**config.mk**
```make
export PLATFORM = sky130hd
export DESIGN_NAME = fp_compare_pipe_flat
export DESIGN_NICKNAME = d
export VERILOG_FILES = /design/src/rtl/fp_compare_pipe_if.sv /design/src/rtl/fp_compare_pipe.sv /design/src/flat_wrapper.sv
export SDC_FILE = /design/constraint.sdc
export NUM_CORES = 1
export LEC_CHECK = 0
export CAP_MARGIN = 10
export CORE_ASPECT_RATIO = 0.75
export CORE_MARGIN = 2
export CORE_UTILIZATION = 30
export DETAILED_ROUTE_END_ITERATION = 10
export PLACE_DENSITY = 0.7
export SETUP_SLACK_MARGIN = 0.5
export SYNTH_ARGS = -nofsm -noshare
export SYNTH_HDL_FRONTEND = slang
export SYNTH_SLANG_ARGS = --single-unit
```
**constraint.sdc**
```tcl
create_clock -name clk -period 2.2 [get_ports clk]
set_input_delay 0.66 -clock clk [delete_from_list [all_inputs] [get_ports clk]]
set_output_delay 0.66 -clock clk [all_outputs]
set_load 0.05 [all_outputs]
```
**src/rtl/fp_compare_pipe_if.sv**
```systemverilog
// fp_compare_pipe_if: handshake and operand/result bundle for fp_compare_pipe.
// out_minmax exists only when FP_CMP_MINMAX_EN is defined.
interface fp_compare_pipe_if #(
  parameter int W     = 32,
  parameter int TAG_W = 8
);
  logic             in_valid;
  logic             in_ready;
  logic [TAG_W-1:0] in_tag;
  logic [W-1:0]     a;
  logic [W-1:0]     b;
  logic [3:0]       cmp_type;
  logic             out_valid;
  logic             out_ready;
  logic [TAG_W-1:0] out_tag;
  logic             out_y;
  logic             out_unord;
  logic             out_invalid;
`ifdef FP_CMP_MINMAX_EN
  logic [W-1:0]     out_minmax;

  modport master (
    output in_valid, in_tag, a, b, cmp_type, out_ready,
    input  in_ready, out_valid, out_tag, out_y, out_unord, out_invalid, out_minmax
  );
  modport slave (
    input  in_valid, in_tag, a, b, cmp_type, out_ready,
    output in_ready, out_valid, out_tag, out_y, out_unord, out_invalid, out_minmax
  );
`else
  modport master (
    output in_valid, in_tag, a, b, cmp_type, out_ready,
    input  in_ready, out_valid, out_tag, out_y, out_unord, out_invalid
  );
  modport slave (
    input  in_valid, in_tag, a, b, cmp_type, out_ready,
    output in_ready, out_valid, out_tag, out_y, out_unord, out_invalid
  );
`endif
endinterface

```
**src/rtl/fp_compare_pipe.sv**
```systemverilog
// fp_compare_pipe: pipelined IEEE-754 compare with valid/ready backpressure and tag.
// The predicate is evaluated as an operation enters stage 0; later stages only
// carry it. Stalls collapse bubbles. Define FP_CMP_MINMAX_EN to add MIN/MAX.
module fp_compare_pipe #(
  parameter int W     = 32,
  parameter int D     = 4,
  parameter int TAG_W = 8
) (
  input  logic             clk,
  input  logic             reset,
  fp_compare_pipe_if.slave bus
);
  localparam int F = (W == 64) ? 52 : 23;
  localparam int E = (W == 64) ? 11 : 8;

  localparam logic [3:0] CMP_LT  = 4'd1;
  localparam logic [3:0] CMP_LE  = 4'd2;
  localparam logic [3:0] CMP_EQ  = 4'd3;
  localparam logic [3:0] CMP_UN  = 4'd4;
  localparam logic [3:0] CMP_ULT = 4'd5;
  localparam logic [3:0] CMP_ULE = 4'd6;
  localparam logic [3:0] CMP_UEQ = 4'd7;
  localparam logic [3:0] CMP_MIN = 4'd8;
  localparam logic [3:0] CMP_MAX = 4'd9;

  logic a_nan, b_nan, a_snan, b_snan, unord_c, both_zero;
  logic lt_raw, lt_c, eq_c, y_c, inv_c;

  logic [D-1:0]     v_q, v_d, rdy;
  logic [D-1:0]     y_q, y_d, unord_q, unord_d, inv_q, inv_d;
  logic [TAG_W-1:0] tag_q [D];
  logic [TAG_W-1:0] tag_d [D];

  // Classify operands and evaluate the selected predicate and invalid flag.
  always_comb begin
    a_nan     = (&bus.a[W-2 -: E]) && (|bus.a[F-1:0]);
    b_nan     = (&bus.b[W-2 -: E]) && (|bus.b[F-1:0]);
    a_snan    = a_nan && !bus.a[F-1];
    b_snan    = b_nan && !bus.b[F-1];
    unord_c   = a_nan || b_nan;
    both_zero = !(|bus.a[W-2:0]) && !(|bus.b[W-2:0]);
    // Sign first; equal signs compare magnitudes, reversed when both negative.
    // -0 < +0 here; the ordered predicates mask that with both_zero.
    if (bus.a[W-1] != bus.b[W-1])
      lt_raw = bus.a[W-1];
    else if (bus.a[W-1])
      lt_raw = bus.a[W-2:0] > bus.b[W-2:0];
    else
      lt_raw = bus.a[W-2:0] < bus.b[W-2:0];
    lt_c = !unord_c && !both_zero && lt_raw;
    eq_c = !unord_c && ((bus.a == bus.b) || both_zero);
    y_c   = 1'b0;
    inv_c = 1'b0;
    case (bus.cmp_type)
      CMP_LT:  begin y_c = lt_c;                    inv_c = unord_c; end
      CMP_LE:  begin y_c = lt_c || eq_c;            inv_c = unord_c; end
      CMP_EQ:  begin y_c = eq_c;                    inv_c = a_snan || b_snan; end
      CMP_UN:  begin y_c = unord_c;                 inv_c = a_snan || b_snan; end
      CMP_ULT: begin y_c = unord_c || lt_c;         inv_c = a_snan || b_snan; end
      CMP_ULE: begin y_c = unord_c || lt_c || eq_c; inv_c = a_snan || b_snan; end
      CMP_UEQ: begin y_c = unord_c || eq_c;         inv_c = a_snan || b_snan; end
`ifdef FP_CMP_MINMAX_EN
      CMP_MIN, CMP_MAX: inv_c = a_snan || b_snan;
`endif
      default: ;
    endcase
  end

`ifdef FP_CMP_MINMAX_EN
  logic [W-1:0] mm_c, qnan_c;
  logic [W-1:0] mm_q [D];
  logic [W-1:0] mm_d [D];

  // Min/max selection; a lone NaN yields the other operand, two NaNs the canonical qNaN.
  always_comb begin
    qnan_c = '0;
    qnan_c[W-2:F-1] = '1;
    mm_c = '0;
    if (bus.cmp_type == CMP_MIN || bus.cmp_type == CMP_MAX) begin
      if (a_nan && b_nan)
        mm_c = qnan_c;
      else if (a_nan)
        mm_c = bus.b;
      else if (b_nan)
        mm_c = bus.a;
      else if (bus.cmp_type == CMP_MIN)
        mm_c = lt_raw ? bus.a : bus.b;
      else
        mm_c = lt_raw ? bus.b : bus.a;
    end
  end
`endif

  // Per-stage ready: a stage may load when empty or when the stage ahead can move.
  always_comb begin
    logic r;
    r = !v_q[D-1] || bus.out_ready;
    rdy[D-1] = r;
    for (int i = D-2; i >= 0; i--) begin
      r = !v_q[i] || r;
      rdy[i] = r;
    end
  end

  // Advance every ready stage from its predecessor; stage 0 loads from the input.
  always_comb begin
    v_d     = v_q;
    y_d     = y_q;
    unord_d = unord_q;
    inv_d   = inv_q;
    tag_d   = tag_q;
`ifdef FP_CMP_MINMAX_EN
    mm_d    = mm_q;
`endif
    if (rdy[0]) begin
      v_d[0]     = bus.in_valid;
      y_d[0]     = y_c;
      unord_d[0] = unord_c;
      inv_d[0]   = inv_c;
      tag_d[0]   = bus.in_tag;
`ifdef FP_CMP_MINMAX_EN
      mm_d[0]    = mm_c;
`endif
    end
    for (int i = 1; i < D; i++) begin
      if (rdy[i]) begin
        v_d[i]     = v_q[i-1];
        y_d[i]     = y_q[i-1];
        unord_d[i] = unord_q[i-1];
        inv_d[i]   = inv_q[i-1];
        tag_d[i]   = tag_q[i-1];
`ifdef FP_CMP_MINMAX_EN
        mm_d[i]    = mm_q[i-1];
`endif
      end
    end
  end

  // Pipeline registers; reset drops in-flight work and zeroes the result path.
  always_ff @(posedge clk) begin
    if (reset) begin
      v_q     <= '0;
      y_q     <= '0;
      unord_q <= '0;
      inv_q   <= '0;
      for (int i = 0; i < D; i++) begin
        tag_q[i] <= '0;
`ifdef FP_CMP_MINMAX_EN
        mm_q[i]  <= '0;
`endif
      end
    end else begin
      v_q     <= v_d;
      y_q     <= y_d;
      unord_q <= unord_d;
      inv_q   <= inv_d;
      tag_q   <= tag_d;
`ifdef FP_CMP_MINMAX_EN
      mm_q    <= mm_d;
`endif
    end
  end

  assign bus.in_ready    = rdy[0];
  assign bus.out_valid   = v_q[D-1];
  assign bus.out_tag     = tag_q[D-1];
  assign bus.out_y       = y_q[D-1];
  assign bus.out_unord   = unord_q[D-1];
  assign bus.out_invalid = inv_q[D-1];
`ifdef FP_CMP_MINMAX_EN
  assign bus.out_minmax  = mm_q[D-1];
`endif
endmodule

```
**src/flat_wrapper.sv**
```systemverilog
// flat-port wrapper written by rule: the top's interface ports become plain ports
module fp_compare_pipe_flat 
#(
  parameter int W     = 32,
  parameter int D     = 4,
  parameter int TAG_W = 8
)
  (clk, reset, bus_in_valid, bus_in_tag, bus_a, bus_b, bus_cmp_type, bus_out_ready, bus_in_ready, bus_out_valid, bus_out_tag, bus_out_y, bus_out_unord, bus_out_invalid);
  fp_compare_pipe_if #(.W(W), .TAG_W(TAG_W)) bus_i ();
  input  logic clk;
  input  logic reset;
  input wire logic [$bits(bus_i.in_valid)-1:0] bus_in_valid;
  input wire logic [$bits(bus_i.in_tag)-1:0] bus_in_tag;
  input wire logic [$bits(bus_i.a)-1:0] bus_a;
  input wire logic [$bits(bus_i.b)-1:0] bus_b;
  input wire logic [$bits(bus_i.cmp_type)-1:0] bus_cmp_type;
  input wire logic [$bits(bus_i.out_ready)-1:0] bus_out_ready;
  output wire logic [$bits(bus_i.in_ready)-1:0] bus_in_ready;
  output wire logic [$bits(bus_i.out_valid)-1:0] bus_out_valid;
  output wire logic [$bits(bus_i.out_tag)-1:0] bus_out_tag;
  output wire logic [$bits(bus_i.out_y)-1:0] bus_out_y;
  output wire logic [$bits(bus_i.out_unord)-1:0] bus_out_unord;
  output wire logic [$bits(bus_i.out_invalid)-1:0] bus_out_invalid;
  assign bus_i.in_valid = bus_in_valid;
  assign bus_i.in_tag = bus_in_tag;
  assign bus_i.a = bus_a;
  assign bus_i.b = bus_b;
  assign bus_i.cmp_type = bus_cmp_type;
  assign bus_i.out_ready = bus_out_ready;
  assign bus_in_ready = bus_i.in_ready;
  assign bus_out_valid = bus_i.out_valid;
  assign bus_out_tag = bus_i.out_tag;
  assign bus_out_y = bus_i.out_y;
  assign bus_out_unord = bus_i.out_unord;
  assign bus_out_invalid = bus_i.out_invalid;
  fp_compare_pipe #(.W(W), .D(D), .TAG_W(TAG_W)) u_core (.clk(clk), .reset(reset), .bus(bus_i));
endmodule
```
After elaboration in Yosys (flattened, before gate mapping):

Cells that the tools add are included.

* register bits after elaboration: 48
* input port bits: 80
* output and inout port bits: 13
* logic and storage cells: 72

* $lt $le $gt $ge: 2
* equal/unequal tests: 9
* muxes and demuxes: 4
* reduce and logical (&&, ||, !) cells: 37

Operators with widths (number)
* OR reduction 31 bit: 2
* OR reduction 23 bit: 2
* == test 32 bit: 1
* greater-than comparator 31 bit: 1
* less-than comparator 31 bit: 1
* == test 4 x 3 -> 1 bit, second input constant: 4
* AND reduction 8 bit: 2
* logical OR 1 bit: 11
* logical NOT 1 bit: 10
* == test 4 x 2 -> 1 bit, second input constant: 2
* logical AND 1 bit: 8
* one-hot mux 1 bit (7 select lines): 1
* OR reduction 5 bit: 1
* == test 4 x 1 -> 1 bit, second input constant: 1
* 2-to-1 mux 1 bit: 2
* one-hot mux 1 bit (2 select lines): 1
* OR reduction 2 bit: 1
* inequality test 1 bit: 1

Longest topological paths before layout:

Gate-level depths: netlist (run 1).

* word-level depth: 9
* mapped depth: 8

Worst setup path before layout (run 1):

OpenSTA, ideal clock, no wires.

* kind: input-to-output
* start: in bus_out_ready
* end: out bus_in_ready
* arrival: 1806 ps
* setup slack: -266 ps
* stages: 6
* buffers on the path: 2
* path through: nor2b_4 -> and3_4 -> and2_4 -> buf_6 -> inv_1 -> clkbuf_1

* longest elaborated chain between the ends: 4

RTL lines
* start, declared: line flat_wrapper.sv:17 `input wire logic [$bits(bus_i.out_ready)-1:0] bus_out_ready;`
* logical OR 1 bit: line fp_compare_pipe.sv:97 `r = !v_q[D-1] || bus.out_ready;`
* logical OR 1 bit (3 in series): line fp_compare_pipe.sv:100 `r = !v_q[i] || r;`
* end, declared: line flat_wrapper.sv:18 `output wire logic [$bits(bus_i.in_ready)-1:0] bus_in_ready;`

Every way passes these cells.

Final worst setup path (run 1):

* start: in bus_a[2]
* end: reg u_core.y_q[0]

* longest elaborated chain between the ends: 9
* elaborated cells on any way between the ends: 22

RTL lines
* start, declared: line flat_wrapper.sv:14 `input wire logic [$bits(bus_i.a)-1:0] bus_a;`
* parallel branches: the longest is 8 deep, another holds less-than comparator 31 bit
* one-hot mux 1 bit (7 select lines) *: line fp_compare_pipe.sv:54 `case (bus.cmp_type)`
* end signal, assigned: line fp_compare_pipe.sv:154 `y_q <= y_d;`
* end, declared: line fp_compare_pipe.sv:30 `logic [D-1:0] y_q, y_d, unord_q, unord_d, inv_q, inv_d;`

Mark *: on every way between the ends.
A chain may end at the register's enable or synchronous reset.

==> results of run 1 <==
## worst max path at each step
stage | endpoint | depth (start not counted) | start
floorplan | bus_in_ready | 6 | bus_out_ready
detailed placement | u_core.y_q[0]$_SDFFE_PP0P_ | 10 | bus_b[30]
global placement | u_core.y_q[0]$_SDFFE_PP0P_ | 10 | bus_b[30]
global route | u_core.y_q[0]$_SDFFE_PP0P_ | 10 | bus_b[2]
CTS | u_core.y_q[0]$_SDFFE_PP0P_ | 10 | bus_b[30]
finish | u_core.y_q[0]$_SDFFE_PP0P_ | 9 | bus_a[2]
## area by class of cell
cell class | instances | share of cell area, %
inverters | 33 | 3.33
flip-flops and latches | 48 | 20.8
well taps | 128 | 3.47
repair buffers | 138 | 24.2
clock inverters | 2 | 0.217
multi-input cells | 273 | 44.9
clock buffers | 6 | 3.01
## where the power goes
group	switching [W]	internal, W
combinational	0.000238	0.000260
sequential	0.0000126	0.000893
clock	0.000313	0.000448
## per-stage QoR
stage / total power, W / cells
6_report: 0.00217 / 628
5_1_grt: 0.00226 / 628
4_1_cts: 0.00215 / 627
3_5_place_dp: 0.00139 / 612
3_3_place_gp: 0.00137 / 612
2_1_floorplan: 0.00111 / 376
## synthesized netlist by cell type, types with 3 or more instances
| library cell | instances | area [um^2] |
|---|---|---|
| sky130_fd_sc_hd__nand2_1 | 97 | 364 |
| sky130_fd_sc_hd__a21oi_1 | 54 | 270 |
| sky130_fd_sc_hd__dfxtp_1 | 48 | 961 |
| sky130_fd_sc_hd__inv_1 | 33 | 124 |
| sky130_fd_sc_hd__ha_1 | 31 | 388 |
| sky130_fd_sc_hd__nor2_1 | 14 | 52.6 |
| sky130_fd_sc_hd__nor4_1 | 12 | 75.1 |
| sky130_fd_sc_hd__clkbuf_1 | 11 | 41.3 |
| sky130_fd_sc_hd__nand4_1 | 10 | 62.6 |
| sky130_fd_sc_hd__buf_4 | 8 | 60.1 |
| sky130_fd_sc_hd__and4_1 | 5 | 43.8 |
| sky130_fd_sc_hd__o21ai_0 | 5 | 25.0 |
| sky130_fd_sc_hd__a211oi_1 | 4 | 30.0 |
| sky130_fd_sc_hd__nand3_1 | 4 | 20.0 |
| sky130_fd_sc_hd__nor3_1 | 4 | 20.0 |
| sky130_fd_sc_hd__a221oi_1 | 3 | 26.3 |
## critical path: stages
cell,delay (ns)
sky130_fd_sc_hd__dlygate4sd2_1,0.27
sky130_fd_sc_hd__ha_4,0.23
sky130_fd_sc_hd__a21oi_1,0.14
sky130_fd_sc_hd__a21oi_1,0.10
sky130_fd_sc_hd__o31ai_1,0.31
sky130_fd_sc_hd__buf_4,0.18
sky130_fd_sc_hd__a211o_1,0.14
sky130_fd_sc_hd__o2111ai_2,0.13
sky130_fd_sc_hd__a311oi_2,0.28
## registers in the layout, indices dropped and copies added, names as in the netlist
name                cells
u_core.unord_q          4
u_core.tag_q           24
u_core.inv_q            4
u_core.v_q              4
u_core.y_q              4
u_core.bus.out_tag      8
## what timing repair did
item                                    in CTS  in global routing
endpoints found under the setup margin      48                  4
pin swaps                                   43                 20
hold buffers                                 0                  0
setup buffers                                7                  1
gates resized for setup                    287                 27
hold endpoints to repair                     0                  0
## metal layers
metal	GRT usage [%]	share of wire, %	up-vias	wire length [um]
met5	0	0	-	0
met4	6.93	3.0	0	278
met3	3.32	5.5	22	502
met2	31.4	48	74	4370
met1	22.7	44	1424	3970
li1	-	-	1538	-
## cell usage in the layout (no fill, tap or decap), types with 3 or more instances in the layout
master	count
sky130_fd_sc_hd__nand2_1	96
sky130_fd_sc_hd__a21oi_1	51
sky130_fd_sc_hd__dfxtp_1	47
sky130_fd_sc_hd__buf_4	43
sky130_fd_sc_hd__buf_2	29
sky130_fd_sc_hd__ha_4	24
sky130_fd_sc_hd__inv_2	19
sky130_fd_sc_hd__clkdlybuf4s50_1	16
sky130_fd_sc_hd__clkdlybuf4s15_2	15
sky130_fd_sc_hd__nor4_1	11
sky130_fd_sc_hd__nand4_1	10
sky130_fd_sc_hd__nor2_1	10
sky130_fd_sc_hd__clkbuf_2	10
sky130_fd_sc_hd__buf_6	9
sky130_fd_sc_hd__dlygate4sd2_1	9
sky130_fd_sc_hd__inv_1	7
sky130_fd_sc_hd__ha_1	6
sky130_fd_sc_hd__inv_4	5
sky130_fd_sc_hd__clkbuf_16	5
sky130_fd_sc_hd__nor2_2	4
sky130_fd_sc_hd__nand3_1	4
sky130_fd_sc_hd__o21ai_0	4
sky130_fd_sc_hd__clkdlybuf4s15_1	4
sky130_fd_sc_hd__and4_1	3
sky130_fd_sc_hd__a21oi_2	3
## cell families (layout without fill, tap and decap cells)
logic type               after synthesis  after routing
XOR/XNOR                               2              2
AND/OR/NAND/NOR                      161            161
buffers and inverters                 55            179
AO/OA/AOI/OAI                         79             79
flip-flops                            48             48
adder cells (fa/ha/maj)               31             31
==> flow_summary_export.csv, run 1 <==
group,metric,value,unit
sta,whs,0.448,ns
layout,design_area,4620,um^2
hold_path,hold_path_end,"u_core.bus.out_tag[3]$_SDFFE_PP0P_",
floorplan,floorplan.initialDensity,31.1,%
setup_path,rrSetupSlack,0.57,ns
placed_design,dpl-instance-area,4280,um^2
route,routed-via-count,3058,
grt,grt_antenna_before_repair,0,
job,maxCapViolations,0,
synth,synthesis.area_per_instance,7.53,um^2
route,route.final.wire_length,9.12,mm
synth,synth_nets,487,
route,detail_route.drc_violations,0,
layout,fillCellCount,833,
synth,synthMuxAreaShare,0,%
power_and_ir_drop,vdd_drop_max,0.299,mV
grt,grt_first_pass_wirelength,14.6,mm
cts,insertion_delay,0.29,ns
cts,clock_tree.htree_level_count,2,
layout,multi_input_area,2070,um^2
sta,setup_repair_after_global_routing_missed_its_margin,"true",
synth,synth-compound-area-share,16.0,%
route,detail_route.first_pass.iterations,4,
cts,clk_root_buffer_cell,"sky130_fd_sc_hd__clkbuf_16",
floorplan,floorplan.io_pins,93,
sta,worstMarginPinSlew,0.443,ns
sta,fin_tns_setup,-0.0177,ns
floorplan,coreArea,9120,um^2
setup_path,worstSetupStartpointType,"input port",
setup_path,ff2ff_path_depth,6,
sta,finalClockSkew,0.00498,ns
sta,slew_headroom,70.5,%
floorplan,die_area,10200,um^2
outcome,status,"complete, but fails checks",
setup_path,critical_path_maximum_fanout,3,
placed_design,placement.io_buffers,92,
synth,post_synth_instance_area,2830,um^2
grt,globalRouteOverflowTotal,0,
setup_path,data_required_time_of_the_critical_path,2.41,ns
setup_path,worst_setup_path_end_kind,"register",
sta,min_period_over_period,101,%
placed_design,detailedPlacementHpwl,6.96,mm
synth,synth_xor_area_share,0.618,%
setup_path,critical_path_class,"input port to register",
grt,track_usage,18.2,%
cts,clkSlewWorstSetupHoldPaths,0.06,ns
route,viasPerCell,4.87,
setup_path,critical_path.reg2reg.startpoint,"u_core.v_q[3]$_SDFFE_PP0P_",
hold_path,hold_path_startpoint,"u_core.bus.out_tag[3]$_SDFFE_PP0P_",
layout,nets,610,
synth,synth_fa_ha_area_share,13.7,%
synth,ys_seq_elements,48,
setup_path,cp_data_arrival_time,2.42,ns
outcome,violated_checks,"negative setup slack",
layout,synthToLayoutAreaGrowth,62.9,%
sta,fin_ws,-0.0177,ns
synth,syn-instance-count,376,
layout,seqCellArea,962,um^2
synth,most_used_flip_flop_cell_after_synthesis,"sky130_fd_sc_hd__dfxtp_1",
hold_path,timing.hold.worst_path_depth,2,
synth,synth_top_family_by_area,"simple AND/OR/NAND/NOR gates",
grt,grt_max_degree,49,
cts,clock_tree.buffer_depth,2,
floorplan,die_extent_in_y,88.2,um
placed_design,place.gp.congestion,0.932,
power_and_ir_drop,power_density,469,nW/um^2
layout,drive_gt1_share,40.4,%
power_and_ir_drop,leakage_power_of_the_design,1.83,nW
synth,yosys.area_share.simple,27.1,%
sta,number_of_pins_with_negative_max_slew_slack_in_the_final_report,0,
synth,synth-async-reset-ratio,0,%
cts,cts_buffers,5,
grt,via_count_of_the_first_global_routing_pass,3128,
route,average_wire_length_per_cell_after_detail_routing,14.5,um
layout,antenna-diode-count,0,
sta,setup-violations-final,1,
cts,tritoncts,"yes",
route,first_iter_violations,158,
sta,timing_hold_violations_final,0,
hold_path,worst_hold_path_type,"register to register",
cts,clock_sink_count,48,
floorplan,dieWidth,116,um
sta,final.min_clock_period,2.22,ns
layout,postLayoutCoreUtil,50.6,%
placed_design,pre_cts_slack,-0.699,ns
floorplan,core.rowCount,30,
synth,number_of_synthesized_flops_with_an_enable_pin,0,
sta,fmax,0.451,GHz
synth,yosysSeqAreaShare,33.9,%
synth,ys_warns,0,
route,antenna_violating_nets_post_route,0,
setup_path,reg2reg_to,"u_core.inv_q[0]$_SDFFE_PP0P_",
synth,netlist-cell-type-count,43,
(Power assumes the default switching activity.)
==> inputs of run 2 (changes only) <==
--- a/config.mk
+++ b/config.mk
@@ -10,6 +10,7 @@
 export CORE_MARGIN = 2
 export CORE_UTILIZATION = 30
 export DETAILED_ROUTE_END_ITERATION = 10
+export MAX_ROUTING_LAYER = met4
 export PLACE_DENSITY = 0.7
 export SETUP_SLACK_MARGIN = 0.5
 export SYNTH_ARGS = -nofsm -noshare
==> run 2 against run 1 <==
The flow still finishes with violations (negative setup slack). Register-to-register slack about the same. Global-route usage up 0.59 points. Flip-flop and latch count unchanged. Sequential share of layout area unchanged. Worst hold slack better by 0.00059 ns. Largest cell class unchanged. First-iteration DRC count down 5.7%. Combinational power about the same. Critical path depth unchanged. Non-clock buffer count unchanged. Total power about the same. Design area unchanged. Sequential power about the same.
==> flow_summary_export.csv, run 2 (synthesis results as in run 1) <==
group,metric,value,unit
sta,min_period_over_period,101,%
setup_path,worst_setup_path_end_kind,"register",
placed_design,detailedPlacementHpwl,6.96,mm
power_and_ir_drop,total_power,0.00217,W
setup_path,timing.critical_path.cells,"dlygate4sd2_1 -> ha_4 -> a21oi_1 -> a21oi_1 -> o31ai_1 -> buf_4 -> a211o_1 -> o2111ai_2 -> a311oi_2",
grt,globalRouteOverflowTotal,0,
setup_path,critPathMostFrequentCell,"sky130_fd_sc_hd__a21oi_1",
route,routed-via-count,3093,
grt,track_usage,18.7,%
placed_design,dpl-instance-area,4280,um^2
sta,final.min_clock_period,2.23,ns
layout,design_area,4620,um^2
setup_path,max_stage_delay,0.31,ns
setup_path,cp_data_arrival_time,2.43,ns
cts,post_cts_hold_buffer_count,0,
route,antenna_violating_nets_post_route,0,
cts,clk_root_buffer_cell,"sky130_fd_sc_hd__clkbuf_16",
sta,timing_hold_violations_final,0,
cts,clock_sink_count,48,
route,average_wire_length_per_cell_after_detail_routing,14.6,um
layout,postLayoutCoreUtil,50.6,%
layout,antenna-diode-count,0,
setup_path,data_required_time_of_the_critical_path,2.41,ns
route,first_iter_violations,149,
sta,finalClockSkew,0.00532,ns
setup_path,cpMaxStageDelayCell,"sky130_fd_sc_hd__o31ai_1",
route,viasPerCell,4.93,
floorplan,core.rowCount,30,
layout,layout.cells.most_common_list,"sky130_fd_sc_hd__nand2_1 (96), sky130_fd_sc_hd__a21oi_1 (51), sky130_fd_sc_hd__dfxtp_1 (47)",
cts,clkSlewWorstSetupHoldPaths,0.06,ns
sta,setup-violations-final,1,
outcome,status,"complete, but fails checks",
power_and_ir_drop,power_density,470,nW/um^2
sta,setup_repair_after_global_routing_missed_its_margin,"true",
job,maxCapViolations,0,
layout,final_common_cell,"sky130_fd_sc_hd__nand2_1",
layout,reg_with_most_ffs,"u_core.tag_q",
grt,via_count_of_the_first_global_routing_pass,3129,
layout,drive_gt1_share,40.4,%
sta,number_of_pins_with_negative_max_slew_slack_in_the_final_report,0,
layout,nets,610,
floorplan,die_extent_in_y,88.2,um
sta,fmax,0.449,GHz
setup_path,critical_path_class,"input port to register",
floorplan,floorplan.io_pins,93,
power_and_ir_drop,vdd_drop_max,0.300,mV
grt,grt_max_degree,49,
cts,tritoncts,"yes",
layout,fillCellCount,833,
layout,synthToLayoutAreaGrowth,62.9,%
floorplan,floorplan.initialDensity,31.1,%
route,route.final.wire_length,9.17,mm
grt,grt_first_pass_wirelength,14.6,mm
sta,worstMarginPinSlew,0.448,ns
cts,insertion_delay,0.29,ns
sta,fin_ws,-0.0253,ns
cts,clock_tree.buffer_depth,2,
setup_path,critical_path_maximum_fanout,3,
placed_design,place.gp.congestion,0.949,
cts,cts_buffers,5,
floorplan,die_area,10200,um^2
placed_design,placement.io_buffers,92,
route,detail_route.drc_violations,0,
setup_path,worstSetupStartpointType,"input port",
sta,slew_headroom,70.0,%
grt,grt_antenna_before_repair,0,
hold_path,worst_hold_path_type,"register to register",
floorplan,coreArea,9120,um^2
cts,clock_tree.htree_level_count,2,
layout,largest_reg_flops,24,
floorplan,dieWidth,116,um
power_and_ir_drop,leakage_power_of_the_design,1.83,nW
route,detail_route.first_pass.iterations,4,
outcome,violated_checks,"negative setup slack",
[run 2: cell counts in the layout (fill, tap and decap cells not counted)]
Identical to the previous run, type by type.
[run 2: path summary, 6_finish.rpt]
check,start,endpoint,slack (ns),cells past startpoint
setup / recovery,bus_a[2],u_core.y_q[0]$_SDFFE_PP0P_,-0.03,9
hold / removal,u_core.bus.out_tag[3]$_SDFFE_PP0P_,u_core.bus.out_tag[3]$_SDFFE_PP0P_,0.45,2
setup reg to reg,u_core.v_q[3]$_SDFFE_PP0P_,u_core.inv_q[0]$_SDFFE_PP0P_,0.58,6
hold reg to reg,u_core.bus.out_tag[3]$_SDFFE_PP0P_,u_core.bus.out_tag[3]$_SDFFE_PP0P_,0.45,2
[run 2: critical path, delay by kind of cell]
family                   cells  cell delay, ns
AO/OA/AOI/OAI                6            1.09
adder cells (fa/ha/maj)      1            0.23
buffers and inverters        2            0.45
[run 2: where the power goes]
| part | internal [W] | leakage [nW] | switching, W |
|---|---|---|---|
| Combinational | 0.000260 | 1.36 | 0.000239 |
| Sequential | 0.000893 | 0.392 | 0.0000128 |
| Clock | 0.000448 | 0.0766 | 0.000314 |
[run 2: final cells by class]
type | count | area, um^2 | area share [%]
clock inverters | 2 | 10.0 | 0.217
multi-input cells | 273 | 2070 | 44.9
inverters | 33 | 154 | 3.33
repair buffers | 138 | 1120 | 24.2
flip-flops and latches | 48 | 962 | 20.8
clock buffers | 6 | 139 | 3.01
well taps | 128 | 160 | 3.47
[run 2: metrics by stage]
stage	worst slack, ns	std cells	hold WS (ns)	TNS (ns)
finish	-0.0253	628	0.449	-0.0253
global route	-0.149	628	0.466	-0.149
CTS	0.0220	627	0.452	0
detailed placement	-0.699	612	0.446	-2.47
global placement	-0.634	612	0.439	-1.89
floorplan	0.103	376	0.432	0
[run 2: what timing repair did]
item	4_1_cts	5_1_grt
gates resized for setup	287	27
pin swaps	43	20
endpoints found under the setup margin	48	4
buffers inserted	7	1
[run 2: metal layers]
metal / up-vias / part of all wire (%) / track usage [%]
li1: 1539 / - / -
met1: 1443 / 44 / 22.7
met2: 88 / 48 / 31.4
met3: 23 / 4.9 / 3.32
met4: 0 / 2.7 / 6.93
met5: - / 0 / -
